`src/rtl/pipeline_hazard_ctrl.sv`:
```
// Pipeline sequencer: drives stage enables/clears, PC enable and redirect.
// Optional performance counters are built when PIPE_PERF_CNT_EN is defined.
module pipeline_hazard_ctrl #(
    parameter int MEM_TIMEOUT = 255,
    parameter int CNT_WIDTH   = 32
) (
    input  logic                 clk,
    input  logic                 rst,
    input  logic [4:0]           id_rs,
    input  logic [4:0]           id_rt,
    input  logic                 id_uses_rs,
    input  logic                 id_uses_rt,
    input  logic                 ex_mem_read,
    input  logic [4:0]           ex_req_w,
    input  logic                 ex_mispredict,
    input  logic                 mem_req_multi,
    input  logic                 dm_ready,
    input  logic                 wb_halt,
    output logic                 en_pc,
    output logic                 en_ps1,
    output logic                 en_ps2,
    output logic                 en_ps3,
    output logic                 en_ps4,
    output logic                 clear_ps1,
    output logic                 clear_ps2,
    output logic                 clear_ps3,
    output logic                 clear_ps4,
    output logic                 pc_redirect,
    output logic                 halted,
    output logic                 mem_err,
    output logic [CNT_WIDTH-1:0] stall_cnt,
    output logic [CNT_WIDTH-1:0] flush_cnt
);

    typedef enum logic [1:0] {
        RUN      = 2'd0,
        MEM_WAIT = 2'd1,
        HALT     = 2'd2
    } state_t;

    localparam logic [15:0] TIMEOUT_VAL = 16'(MEM_TIMEOUT);

    state_t      state_reg;
    state_t      state_next;
    logic [15:0] wait_cnt_reg;
    logic [15:0] wait_cnt_next;
    logic        halted_reg;
    logic        mem_err_reg;
    logic        err_set;

    // Index 0 is the PC, 1..4 are the stage registers PS1..PS4.
    logic [4:0]  en_vec;
    logic [4:1]  clear_vec;
    logic        redirect;
    logic        hz;
    logic        frozen;
    logic        resolve;

    assign hz = ex_mem_read && (ex_req_w != 5'd0) &&
                ((id_uses_rs && (id_rs == ex_req_w)) ||
                 (id_uses_rt && (id_rt == ex_req_w)));

    always_comb begin
        en_vec        = '1;
        clear_vec     = '0;
        redirect      = 1'b0;
        state_next    = state_reg;
        wait_cnt_next = wait_cnt_reg;
        err_set       = 1'b0;
        frozen        = 1'b0;
        resolve       = 1'b0;

        if (rst) begin
            en_vec    = '0;
            clear_vec = '1;
        end else begin
            unique case (state_reg)
                RUN: begin
                    if (!wb_halt && mem_req_multi && !dm_ready) begin
                        frozen        = 1'b1;
                        state_next    = MEM_WAIT;
                        wait_cnt_next = 16'd1;
                    end else begin
                        resolve = 1'b1;
                    end
                end
                MEM_WAIT: begin
                    if (!dm_ready) begin
                        frozen = 1'b1;
                        if (wait_cnt_reg == TIMEOUT_VAL) begin
                            err_set    = 1'b1;
                            state_next = HALT;
                        end else begin
                            wait_cnt_next = wait_cnt_reg + 16'd1;
                        end
                    end else begin
                        resolve    = 1'b1;
                        state_next = RUN;
                    end
                end
                HALT: begin
                    en_vec = '0;
                end
                default: begin
                    en_vec     = '0;
                    state_next = HALT;
                end
            endcase

            // Held EX/ID contents are only judged once the memory freeze lifts.
            if (frozen) begin
                en_vec[3:0]  = 4'b0000;
                clear_vec[4] = 1'b1;
            end else if (resolve) begin
                if (wb_halt) begin
                    en_vec     = '0;
                    state_next = HALT;
                end else if (ex_mispredict) begin
                    clear_vec[1] = 1'b1;
                    clear_vec[2] = 1'b1;
                    redirect     = 1'b1;
                end else if (hz) begin
                    en_vec[0]    = 1'b0;
                    en_vec[1]    = 1'b0;
                    clear_vec[2] = 1'b1;
                end
            end
        end
    end

    always_ff @(posedge clk) begin
        if (rst) begin
            state_reg    <= RUN;
            wait_cnt_reg <= 16'd0;
            halted_reg   <= 1'b0;
            mem_err_reg  <= 1'b0;
        end else begin
            state_reg    <= state_next;
            wait_cnt_reg <= (state_next == MEM_WAIT) ? wait_cnt_next : 16'd0;
            halted_reg   <= (state_next == HALT);
            mem_err_reg  <= mem_err_reg | err_set;
        end
    end

    assign en_pc       = en_vec[0];
    assign en_ps1      = en_vec[1];
    assign en_ps2      = en_vec[2];
    assign en_ps3      = en_vec[3];
    assign en_ps4      = en_vec[4];
    assign clear_ps1   = clear_vec[1];
    assign clear_ps2   = clear_vec[2];
    assign clear_ps3   = clear_vec[3];
    assign clear_ps4   = clear_vec[4];
    assign pc_redirect = redirect;
    assign halted      = halted_reg;
    assign mem_err     = mem_err_reg;

`ifdef PIPE_PERF_CNT_EN
    logic [CNT_WIDTH-1:0] stall_cnt_reg;
    logic [CNT_WIDTH-1:0] flush_cnt_reg;

    always_ff @(posedge clk) begin
        if (rst) begin
            stall_cnt_reg <= '0;
            flush_cnt_reg <= '0;
        end else begin
            if (!en_vec[0] && (state_reg != HALT))
                stall_cnt_reg <= stall_cnt_reg + 1'b1;
            if (redirect)
                flush_cnt_reg <= flush_cnt_reg + 1'b1;
        end
    end

    assign stall_cnt = stall_cnt_reg;
    assign flush_cnt = flush_cnt_reg;
`else
    assign stall_cnt = '0;
    assign flush_cnt = '0;
`endif

endmodule

```
`config.mk`:
```
export PLATFORM = sky130hd
export DESIGN_NAME = pipeline_hazard_ctrl
export DESIGN_NICKNAME = d
export VERILOG_FILES = /design/src/rtl/pipeline_hazard_ctrl.sv
export SDC_FILE = /design/constraint.sdc
export NUM_CORES = 1
export LEC_CHECK = 0
export BUFFER_PORTS_ARGS = -buffer_cell sky130_fd_sc_hd__buf_4
export CORE_ASPECT_RATIO = 1.25
export CORE_MARGIN = 5
export CORE_UTILIZATION = 46
export CTS_CLUSTER_SIZE = 12
export DETAILED_ROUTE_END_ITERATION = 10
export GPL_TIMING_DRIVEN = 0
export PLACE_DENSITY = 0.86
export SLEW_MARGIN = 20
export SYNTH_ARGS = -nofsm -noshare
export SYNTH_HDL_FRONTEND = slang
export SYNTH_SLANG_ARGS = --single-unit
```
`constraint.sdc`:
```
create_clock -name clk -period 3.8 [get_ports clk]
set_input_delay 0.19 -clock clk [delete_from_list [all_inputs] [get_ports clk]]
set_output_delay 0.19 -clock clk [all_outputs]
set_load 0.02 [all_outputs]
```
==> results of run 1 <==
placed cells by master (no fill, tap or decap), drive strengths merged:
master,instances
a21oi,8
xor2,10
clkbuf,5
nor3,1
nor4,2
or4,3
and4,3
o21ai,2
nand4b,1
a31o,1
a21o,2
nand2,6
nor3b,1
inv,2
buf,104
conb,64
nand2b,1
and2,2
nor2b,2
ha,1
o22ai,1
or3,2
nand3b,1
nand4,7
nor2,16
xnor2,12
and3,3
a21boi,1
dfxtp,20
nand3,6
or3b,1
o21a,2
where the power goes:
group	internal (mW)	switching, mW	leakage (nW)
Combinational	0.0842	0.0978	0.953
Clock	0.0923	0.0684	0.0288
Sequential	0.212	0.00209	0.162
Total	0.388	0.168	1.14
stage by stage:
step	setup slack, ns	std cells	power, mW	util [%]	instance area [um^2]
final	1.82	330	0.557	66.8	2170
after global placement	1.86	326	0.396	65.1	2120
after CTS	1.82	330	0.560	66.8	2170
after floorplan	1.74	254	0.359	-	1810
after detailed placement	1.83	326	0.398	65.1	2120
after global routing	1.69	330	0.584	66.8	2170
critical path, cell delays in order (launching register included):
cell	delay, ns
dfxtp_1	0.36
nor2_1	0.10
o21a_1	0.17
nor2b_1	0.26
a21boi_0	0.34
buf_4	0.17
buf_4	0.13
worst max-delay path by stage:
stage	end	cells past startpoint	from
after floorplan	en_ps1	5	state_reg[1]
after global placement	en_ps1	7	ex_req_w[1]
after detailed placement	en_ps1	7	ex_req_w[1]
after CTS	en_ps1	7	ex_req_w[1]
after global routing	en_ps1	6	state_reg[1]
final	en_ps1	6	state_reg[1]
kinds of logic after synthesis:
group	after synthesis	share of synthesized area, %
buf+inv	72	33.8
simple gates	58	20.9
xor+xnor	22	12.3
flops	20	25.5
compound gates	17	6.53
fa+ha+maj	1	0.797
other cells	1	0.239
routing by layer:
metal | share of wire (%) | routed length (um) | global-route usage [%] | up-vias
met5 | 0 | 0 | 0 | -
met4 | 1.4 | 46 | 7.31 | 0
met3 | 12 | 388 | 6.64 | 5
met2 | 53 | 1720 | 25.1 | 73
met1 | 34 | 1110 | 12.5 | 568
li1 | - | - | - | 708
final cells by class:
type | instances | area, um^2 | area share, %
well taps | 37 | 46.3 | 2.13
inverters | 2 | 7.51 | 0.346
multi-input cells | 162 | 876 | 40.3
plain buffers | 70 | 523 | 24.1
clock buffers | 4 | 55.1 | 2.54
flip-flops and latches | 20 | 400 | 18.4
repair buffers | 35 | 263 | 12.1
==> flow_summary.html, run 1 <==
<table>
<tr><th>Metric</th><th>Value</th></tr>
<tr><th colspan="2">Run status</th></tr>
<tr><td>Result of the run</td><td>finished, final reports clean</td></tr>
<tr><th colspan="2">Clocking</th></tr>
<tr><td>Post-CTS Setup Repair Bufs</td><td>0</td></tr>
<tr><td>Bufs on Longest Clock Path</td><td>2</td></tr>
<tr><td>Quantity of gates resized following cts</td><td>0</td></tr>
<tr><td>CTS sink cnt</td><td>20</td></tr>
<tr><td>CTS H-Tree Depth</td><td>1</td></tr>
<tr><td>Skew-Pair Late Insertion Delay</td><td>0.26 ns</td></tr>
<tr><td>Cts bufs inserted</td><td>3</td></tr>
<tr><td>Clock tree from TritonCTS</td><td>yes</td></tr>
<tr><td>Clock transition at path regs</td><td>0.07 ns</td></tr>
<tr><td>Clock Root Buffer</td><td>clkbuf_8</td></tr>
<tr><td>Count of hold-fix buffers inserted at cts</td><td>0</td></tr>
<tr><th colspan="2">Synth</th></tr>
<tr><td>Post-synth top area share</td><td>32.0%</td></tr>
<tr><td>Share of synthesized area occupied by flip-flops and latches</td><td>25.5%</td></tr>
<tr><td>Synth warnings</td><td>0</td></tr>
<tr><td>Count leader, synth</td><td>buf_4</td></tr>
<tr><td>Top cells by count, synth</td><td>buf_4, dfxtp_1, nor2_1</td></tr>
<tr><td>Post-synthesis instance area</td><td>0.00157 mm^2</td></tr>
<tr><td>Flip-flop and latch count after synthesis</td><td>20</td></tr>
<tr><td>Most area-consuming cells after synthesis</td><td>buf_4, dfxtp_1, xnor2_1</td></tr>
<tr><td>EDFF count, synth</td><td>0</td></tr>
<tr><td>Number of cells produced by synthesis</td><td>191</td></tr>
<tr><td>Most common flop cell mapped by yosys</td><td>dfxtp_1</td></tr>
<tr><td>Share of flip-flops with an asynchronous set or reset</td><td>0%</td></tr>
<tr><td>Cell type with the highest aggregate area in the netlist</td><td>buf_4</td></tr>
<tr><td>Netlist cell types</td><td>36</td></tr>
<tr><td>Mean post-synth cell area</td><td>8.22 um^2</td></tr>
<tr><th colspan="2">Hold path</th></tr>
<tr><td>WHS Path Cells</td><td>3</td></tr>
<tr><td>HP Class</td><td>in -&gt; reg</td></tr>
<tr><td>Endpoint, Worst Hold</td><td>halted</td></tr>
<tr><td>Hold Path Origin</td><td>dm_ready</td></tr>
<tr><th colspan="2">Layout</th></tr>
<tr><td>Area added between synthesis and finish</td><td>38.2%</td></tr>
<tr><td>Layout cell share with drive strength beyond 1</td><td>38.2%</td></tr>
<tr><td>Fin nets</td><td>319</td></tr>
<tr><td>Flip-flop count of the largest register after layout</td><td>16</td></tr>
<tr><td>Filler cell count in the final layout</td><td>289</td></tr>
<tr><td>Number of inserted diodes</td><td>0</td></tr>
<tr><th colspan="2">Die</th></tr>
<tr><td>Die extent in y</td><td>75.3 um</td></tr>
<tr><td>Die footprint</td><td>0.00469 mm^2</td></tr>
<tr><td>Core region area</td><td>0.00325 mm^2</td></tr>
<tr><td>Row count</td><td>23</td></tr>
<tr><td>I/O pin total</td><td>100</td></tr>
<tr><td>Starting utilization of the core area</td><td>48.3%</td></tr>
<tr><td>Width of the die</td><td>62.3 um</td></tr>
<tr><th colspan="2">Global route</th></tr>
<tr><td>Largest net degree at the start of global routing</td><td>12</td></tr>
<tr><td>Via count of the first global-routing pass</td><td>1,291</td></tr>
<tr><td>Total overflow reported by the global router</td><td>0</td></tr>
<tr><td>Wire length of the first global-routing pass</td><td>5.22 mm</td></tr>
<tr><td>Number of antenna violations at the first check in global routing</td><td>0</td></tr>
<tr><td>Global router's overall resource usage</td><td>13.6%</td></tr>
<tr><th colspan="2">Critical path</th></tr>
<tr><td>Data arrival, critical path</td><td>1.79 ns</td></tr>
<tr><td>R2R Setup Slk</td><td>2.06 ns</td></tr>
<tr><td>Critical path class</td><td>reg -&gt; out</td></tr>
<tr><td>Capturing point of the worst reg2reg path</td><td>wait_cnt_reg[4]</td></tr>
<tr><td>Critical path fanouts, max</td><td>6</td></tr>
<tr><td>Element type at the critical path start</td><td>register</td></tr>
<tr><td>Number of cells on the worst reg-to-reg path</td><td>6</td></tr>
<tr><td>Critical path required time</td><td>3.61 ns</td></tr>
<tr><td>Worst flop-to-flop path startpoint</td><td>wait_cnt_reg[0]</td></tr>
<tr><td>Type of destination of the critical path</td><td>primary output</td></tr>
<tr><th colspan="2">Timing</th></tr>
<tr><td>Number of setup violations in the final report</td><td>0</td></tr>
<tr><td>Setup repair after global routing missed its margin</td><td>false</td></tr>
<tr><td>Hold Violations, Final</td><td>0</td></tr>
<tr><td>Slew Viols, Final</td><td>0</td></tr>
<tr><td>Worst clock skew on the final layout</td><td>0.00514 ns</td></tr>
<tr><td>Sum of negative setup slack</td><td>0 ns</td></tr>
<tr><td>Post-route clock period utilization</td><td>52.1%</td></tr>
<tr><td>Smallest hold slack</td><td>0.259 ns</td></tr>
<tr><td>Minimum period implied by the final worst setup slack</td><td>1.98 ns</td></tr>
<tr><td>Fmax</td><td>505 MHz</td></tr>
<tr><th colspan="2">Drt</th></tr>
<tr><td>Routed wire length</td><td>3.27 mm</td></tr>
<tr><td>Number of vias per cell after detailed routing</td><td>4.10</td></tr>
<tr><td>Drt pass-1 iters</td><td>4</td></tr>
<tr><td>Routed vias</td><td>1,354</td></tr>
<tr><td>DRT iter0 DRCs</td><td>41</td></tr>
<tr><td>Number of routed nets with antenna violations</td><td>0</td></tr>
<tr><td>Detailed-route DRC error count</td><td>0</td></tr>
<tr><td>Mean routed wirelength per cell</td><td>9.90 um</td></tr>
<tr><th colspan="2">Pwr</th></tr>
<tr><td>Reported leakage power</td><td>1.14 nW</td></tr>
<tr><td>Total power per unit cell area</td><td>256 mW/mm^2</td></tr>
<tr><td>IR drop worst, VDD</td><td>0.198 mV</td></tr>
<tr><th colspan="2">Place</th></tr>
<tr><td>RePlAce Congestion</td><td>0.747</td></tr>
<tr><td>Port Buffers</td><td>35</td></tr>
<tr><td>Post-detailed-placement half-perimeter wirelength</td><td>2.81 mm</td></tr>
<tr><th colspan="2">Run</th></tr>
<tr><td>Max-cap violations</td><td>0</td></tr>
</table>
Note: power is estimated with default switching activity, not from simulation.
==> run 2, diff against run 1 <==
- ABC_AREA: not set -> 1
- CORE_UTILIZATION: 46 -> 42
- PLACE_DENSITY: 0.86 -> 0.78
- clock period: 3.8 -> 1.65 ns (I/O delays scaled with it)
==> flow_summary.html, run 2 <==
<table>
<tr><th>Metric</th><th>Value</th></tr>
<tr><th colspan="2">Global route</th></tr>
<tr><td>Total overflow reported by the global router</td><td>0</td></tr>
<tr><td>Number of antenna violations at the first check in global routing</td><td>0</td></tr>
<tr><td>Largest net degree at the start of global routing</td><td>12</td></tr>
<tr><td>Wire length of the first global-routing pass</td><td>7.90 mm</td></tr>
<tr><td>Via count of the first global-routing pass</td><td>1,757</td></tr>
<tr><td>Global router's overall resource usage</td><td>15.5%</td></tr>
<tr><th colspan="2">Critical path</th></tr>
<tr><td>Critical path fanouts, max</td><td>10</td></tr>
<tr><td>Largest delay contributor family on the critical path</td><td>simple AND/OR/NAND/NOR gates</td></tr>
<tr><td>CP max-delay cell</td><td>dfxtp_2</td></tr>
<tr><td>Critical path class</td><td>reg -&gt; reg</td></tr>
<tr><td>Crit-path cells</td><td>ha_4 &gt; nand2_2 &gt; nor3_4 &gt; nand2_1 &gt; nand2_2 &gt; nand2_4 &gt; nand2_4 &gt; buf_6 &gt; nor2_1</td></tr>
<tr><td>Number of cells on the worst reg-to-reg path</td><td>9</td></tr>
<tr><td>Worst flop-to-flop path startpoint</td><td>wait_cnt_reg[1]</td></tr>
<tr><td>Data arrival, critical path</td><td>1.68 ns</td></tr>
<tr><td>Maximum cell stage delay along the critical path</td><td>0.37 ns</td></tr>
<tr><td>R2R Setup Slk</td><td>0.13 ns</td></tr>
<tr><td>Type of destination of the critical path</td><td>register</td></tr>
<tr><td>Capturing point of the worst reg2reg path</td><td>wait_cnt_reg[15]</td></tr>
<tr><td>Element type at the critical path start</td><td>register</td></tr>
<tr><td>Critical path required time</td><td>1.81 ns</td></tr>
<tr><td>Buffers &amp; Inverters on Critical Path</td><td>1</td></tr>
<tr><th colspan="2">Timing</th></tr>
<tr><td>Fmax</td><td>660 MHz</td></tr>
<tr><td>Post-route clock period utilization</td><td>91.8%</td></tr>
<tr><td>Setup ws final</td><td>0.135 ns</td></tr>
<tr><td>Hold Violations, Final</td><td>0</td></tr>
<tr><td>Number of setup violations in the final report</td><td>0</td></tr>
<tr><td>Worst clock skew on the final layout</td><td>0.00461 ns</td></tr>
<tr><td>Minimum period implied by the final worst setup slack</td><td>1.52 ns</td></tr>
<tr><td>Setup repair after global routing missed its margin</td><td>false</td></tr>
<tr><td>Slew Viols, Final</td><td>0</td></tr>
<tr><th colspan="2">Layout</th></tr>
<tr><td>Layout Cell Area excl Fill</td><td>0.00268 mm^2</td></tr>
<tr><td>Flip-flop count of the largest register after layout</td><td>16</td></tr>
<tr><td>Layout cell share with drive strength beyond 1</td><td>32.5%</td></tr>
<tr><td>Area added between synthesis and finish</td><td>36.0%</td></tr>
<tr><td>Commonest cells after routing, fill and taps aside</td><td>buf_4, conb_1, nor2_1</td></tr>
<tr><td>Fin nets</td><td>444</td></tr>
<tr><td>Commonest non-fill, non-tap cell in the layout</td><td>buf_4</td></tr>
<tr><td>Number of inserted diodes</td><td>0</td></tr>
<tr><th colspan="2">Clocking</th></tr>
<tr><td>Clock tree from TritonCTS</td><td>yes</td></tr>
<tr><td>CTS H-Tree Depth</td><td>1</td></tr>
<tr><td>Clock Root Buffer</td><td>clkbuf_8</td></tr>
<tr><td>Skew-Pair Late Insertion Delay</td><td>0.26 ns</td></tr>
<tr><td>Cts bufs inserted</td><td>3</td></tr>
<tr><td>Bufs on Longest Clock Path</td><td>2</td></tr>
<tr><td>Clock transition at path regs</td><td>0.08 ns</td></tr>
<tr><td>Count of hold-fix buffers inserted at cts</td><td>0</td></tr>
<tr><td>CTS sink cnt</td><td>20</td></tr>
<tr><th colspan="2">Place</th></tr>
<tr><td>RePlAce Congestion</td><td>0.999</td></tr>
<tr><td>Port Buffers</td><td>35</td></tr>
<tr><td>Post-placement worst setup slack</td><td>-0.120 ns</td></tr>
<tr><td>Placed standard-cell area</td><td>0.00255 mm^2</td></tr>
<tr><td>Post-detailed-placement half-perimeter wirelength</td><td>4.04 mm</td></tr>
<tr><th colspan="2">Drt</th></tr>
<tr><td>Drt pass-1 iters</td><td>4</td></tr>
<tr><td>Mean routed wirelength per cell</td><td>10.2 um</td></tr>
<tr><td>Number of vias per cell after detailed routing</td><td>4.23</td></tr>
<tr><td>Detailed-route DRC error count</td><td>0</td></tr>
<tr><td>DRT iter0 DRCs</td><td>60</td></tr>
<tr><td>Number of routed nets with antenna violations</td><td>0</td></tr>
<tr><td>Routed wire length</td><td>4.86 mm</td></tr>
<tr><td>Routed vias</td><td>2,015</td></tr>
<tr><th colspan="2">Hold path</th></tr>
<tr><td>WHS Path Cells</td><td>2</td></tr>
<tr><td>Hold Path Origin</td><td>rst</td></tr>
<tr><td>Endpoint, Worst Hold</td><td>state_reg[1]</td></tr>
<tr><td>HP Class</td><td>in -&gt; reg</td></tr>
<tr><th colspan="2">Synth</th></tr>
<tr><td>Mean post-synth cell area</td><td>6.28 um^2</td></tr>
<tr><td>Share of flip-flops with an asynchronous set or reset</td><td>0%</td></tr>
<tr><td>Synth warnings</td><td>0</td></tr>
<tr><td>Post-synthesis instance area</td><td>0.00197 mm^2</td></tr>
<tr><td>Post-synth top area share</td><td>25.5%</td></tr>
<tr><td>Netlist cell types</td><td>25</td></tr>
<tr><td>Most area-consuming cells after synthesis</td><td>buf_4, dfxtp_1, nor2_1</td></tr>
<tr><td>EDFF count, synth</td><td>0</td></tr>
<tr><td>Number of cells produced by synthesis</td><td>314</td></tr>
<tr><td>Cell type with the highest aggregate area in the netlist</td><td>buf_4</td></tr>
<tr><td>Top cells by count, synth</td><td>buf_4, nor2_1, nand2_1</td></tr>
<tr><td>Flip-flop and latch count after synthesis</td><td>20</td></tr>
<tr><td>Most common flop cell mapped by yosys</td><td>dfxtp_1</td></tr>
<tr><td>Share of synthesized area occupied by flip-flops and latches</td><td>20.3%</td></tr>
<tr><td>Count leader, synth</td><td>buf_4</td></tr>
<tr><th colspan="2">Pwr</th></tr>
<tr><td>IR drop worst, VDD</td><td>0.509 mV</td></tr>
<tr><td>Overall power of the completed layout</td><td>1.36 mW</td></tr>
<tr><td>Total power per unit cell area</td><td>507 mW/mm^2</td></tr>
<tr><td>Reported leakage power</td><td>1.40 nW</td></tr>
<tr><th colspan="2">Run status</th></tr>
<tr><td>Result of the run</td><td>finished, final reports clean</td></tr>
<tr><th colspan="2">Die</th></tr>
<tr><td>Row count</td><td>27</td></tr>
<tr><td>Die footprint</td><td>0.00617 mm^2</td></tr>
<tr><td>Width of the die</td><td>71.3 um</td></tr>
<tr><td>Core region area</td><td>0.00449 mm^2</td></tr>
<tr><td>Die extent in y</td><td>86.6 um</td></tr>
<tr><td>Starting utilization of the core area</td><td>43.9%</td></tr>
<tr><td>I/O pin total</td><td>100</td></tr>
<tr><th colspan="2">Run</th></tr>
<tr><td>Max-cap violations</td><td>0</td></tr>
</table>
## run 2: metrics by stage
step | hold slack, ns | util, % | setup TNS, ns | std cells
6_report | 0.0520 | 59.6 | 0 | 476
2_1_floorplan | 0.152 | - | 0 | 377
5_1_grt | 0.0619 | 59.6 | 0 | 476
4_1_cts | 0.0488 | 58.5 | 0 | 474
3_5_place_dp | 0.316 | 56.7 | -1.25 | 470
3_3_place_gp | 0.318 | 56.7 | -0.526 | 470
## run 2: how the worst max path moves through the flow
| stage | from | to | slack (ns) | cells after the start |
|---|---|---|---|---|
| global placement | wait_cnt_reg[1] | wait_cnt_reg[14] | -0.06 | 9 |
| detailed placement | wait_cnt_reg[1] | wait_cnt_reg[15] | -0.12 | 9 |
| global route | wait_cnt_reg[1] | wait_cnt_reg[15] | 0.005 | 9 |
| floorplan | wait_cnt_reg[1] | wait_cnt_reg[10] | 0.15 | 9 |
| CTS | state_reg[0] | en_ps1 | 0.03 | 9 |
| finish | wait_cnt_reg[1] | wait_cnt_reg[15] | 0.13 | 9 |
## run 2: area by class of cell
class	count	area (um^2)
clock buffers	4	55.1
well taps	58	72.6
fillers	451	1810
flip-flops and latches	20	407
repair buffers	37	278
plain buffers	70	537
multi-input cells	259	1220
inverters	28	108
## run 2: metal layers
metal	vias to the layer above	wire length, um	part of all wire, %	GRT usage, %
met5	-	0	0	0
met4	0	108	2.2	6.15
met3	12	393	8.1	2.44
met2	92	2550	53	28.7
met1	849	1810	37	17.3
li1	1062	-	-	-
## run 2: worst reg2reg max path: cells and delay by family, from the launching register on
family	cells	cell delay, ns
adder cells (fa/ha/maj)	1	0.16
AND/OR/NAND/NOR	7	0.73
flip-flops	1	0.37
buffers and inverters	1	0.15
## run 2: what timing repair did
action	CTS	global route
buffers inserted	0	2
endpoints found under the setup margin	18	21
resized for setup	6	13
pin swaps	0	3
## run 2: cell families after synthesis
group,count (synthesis),share of synthesized area [%]
buf+inv,98,32.6
fa+ha+maj,1,0.635
compound gates,20,5.46
xor+xnor,10,4.44
simple gates,164,36.4
flops,20,20.3
other cells,1,0.190
## run 2: power breakdown
group	switching, mW	internal [mW]	total (mW)
logic	0.276	0.206	0.482
clock network	0.171	0.213	0.384
registers	0.00424	0.488	0.493
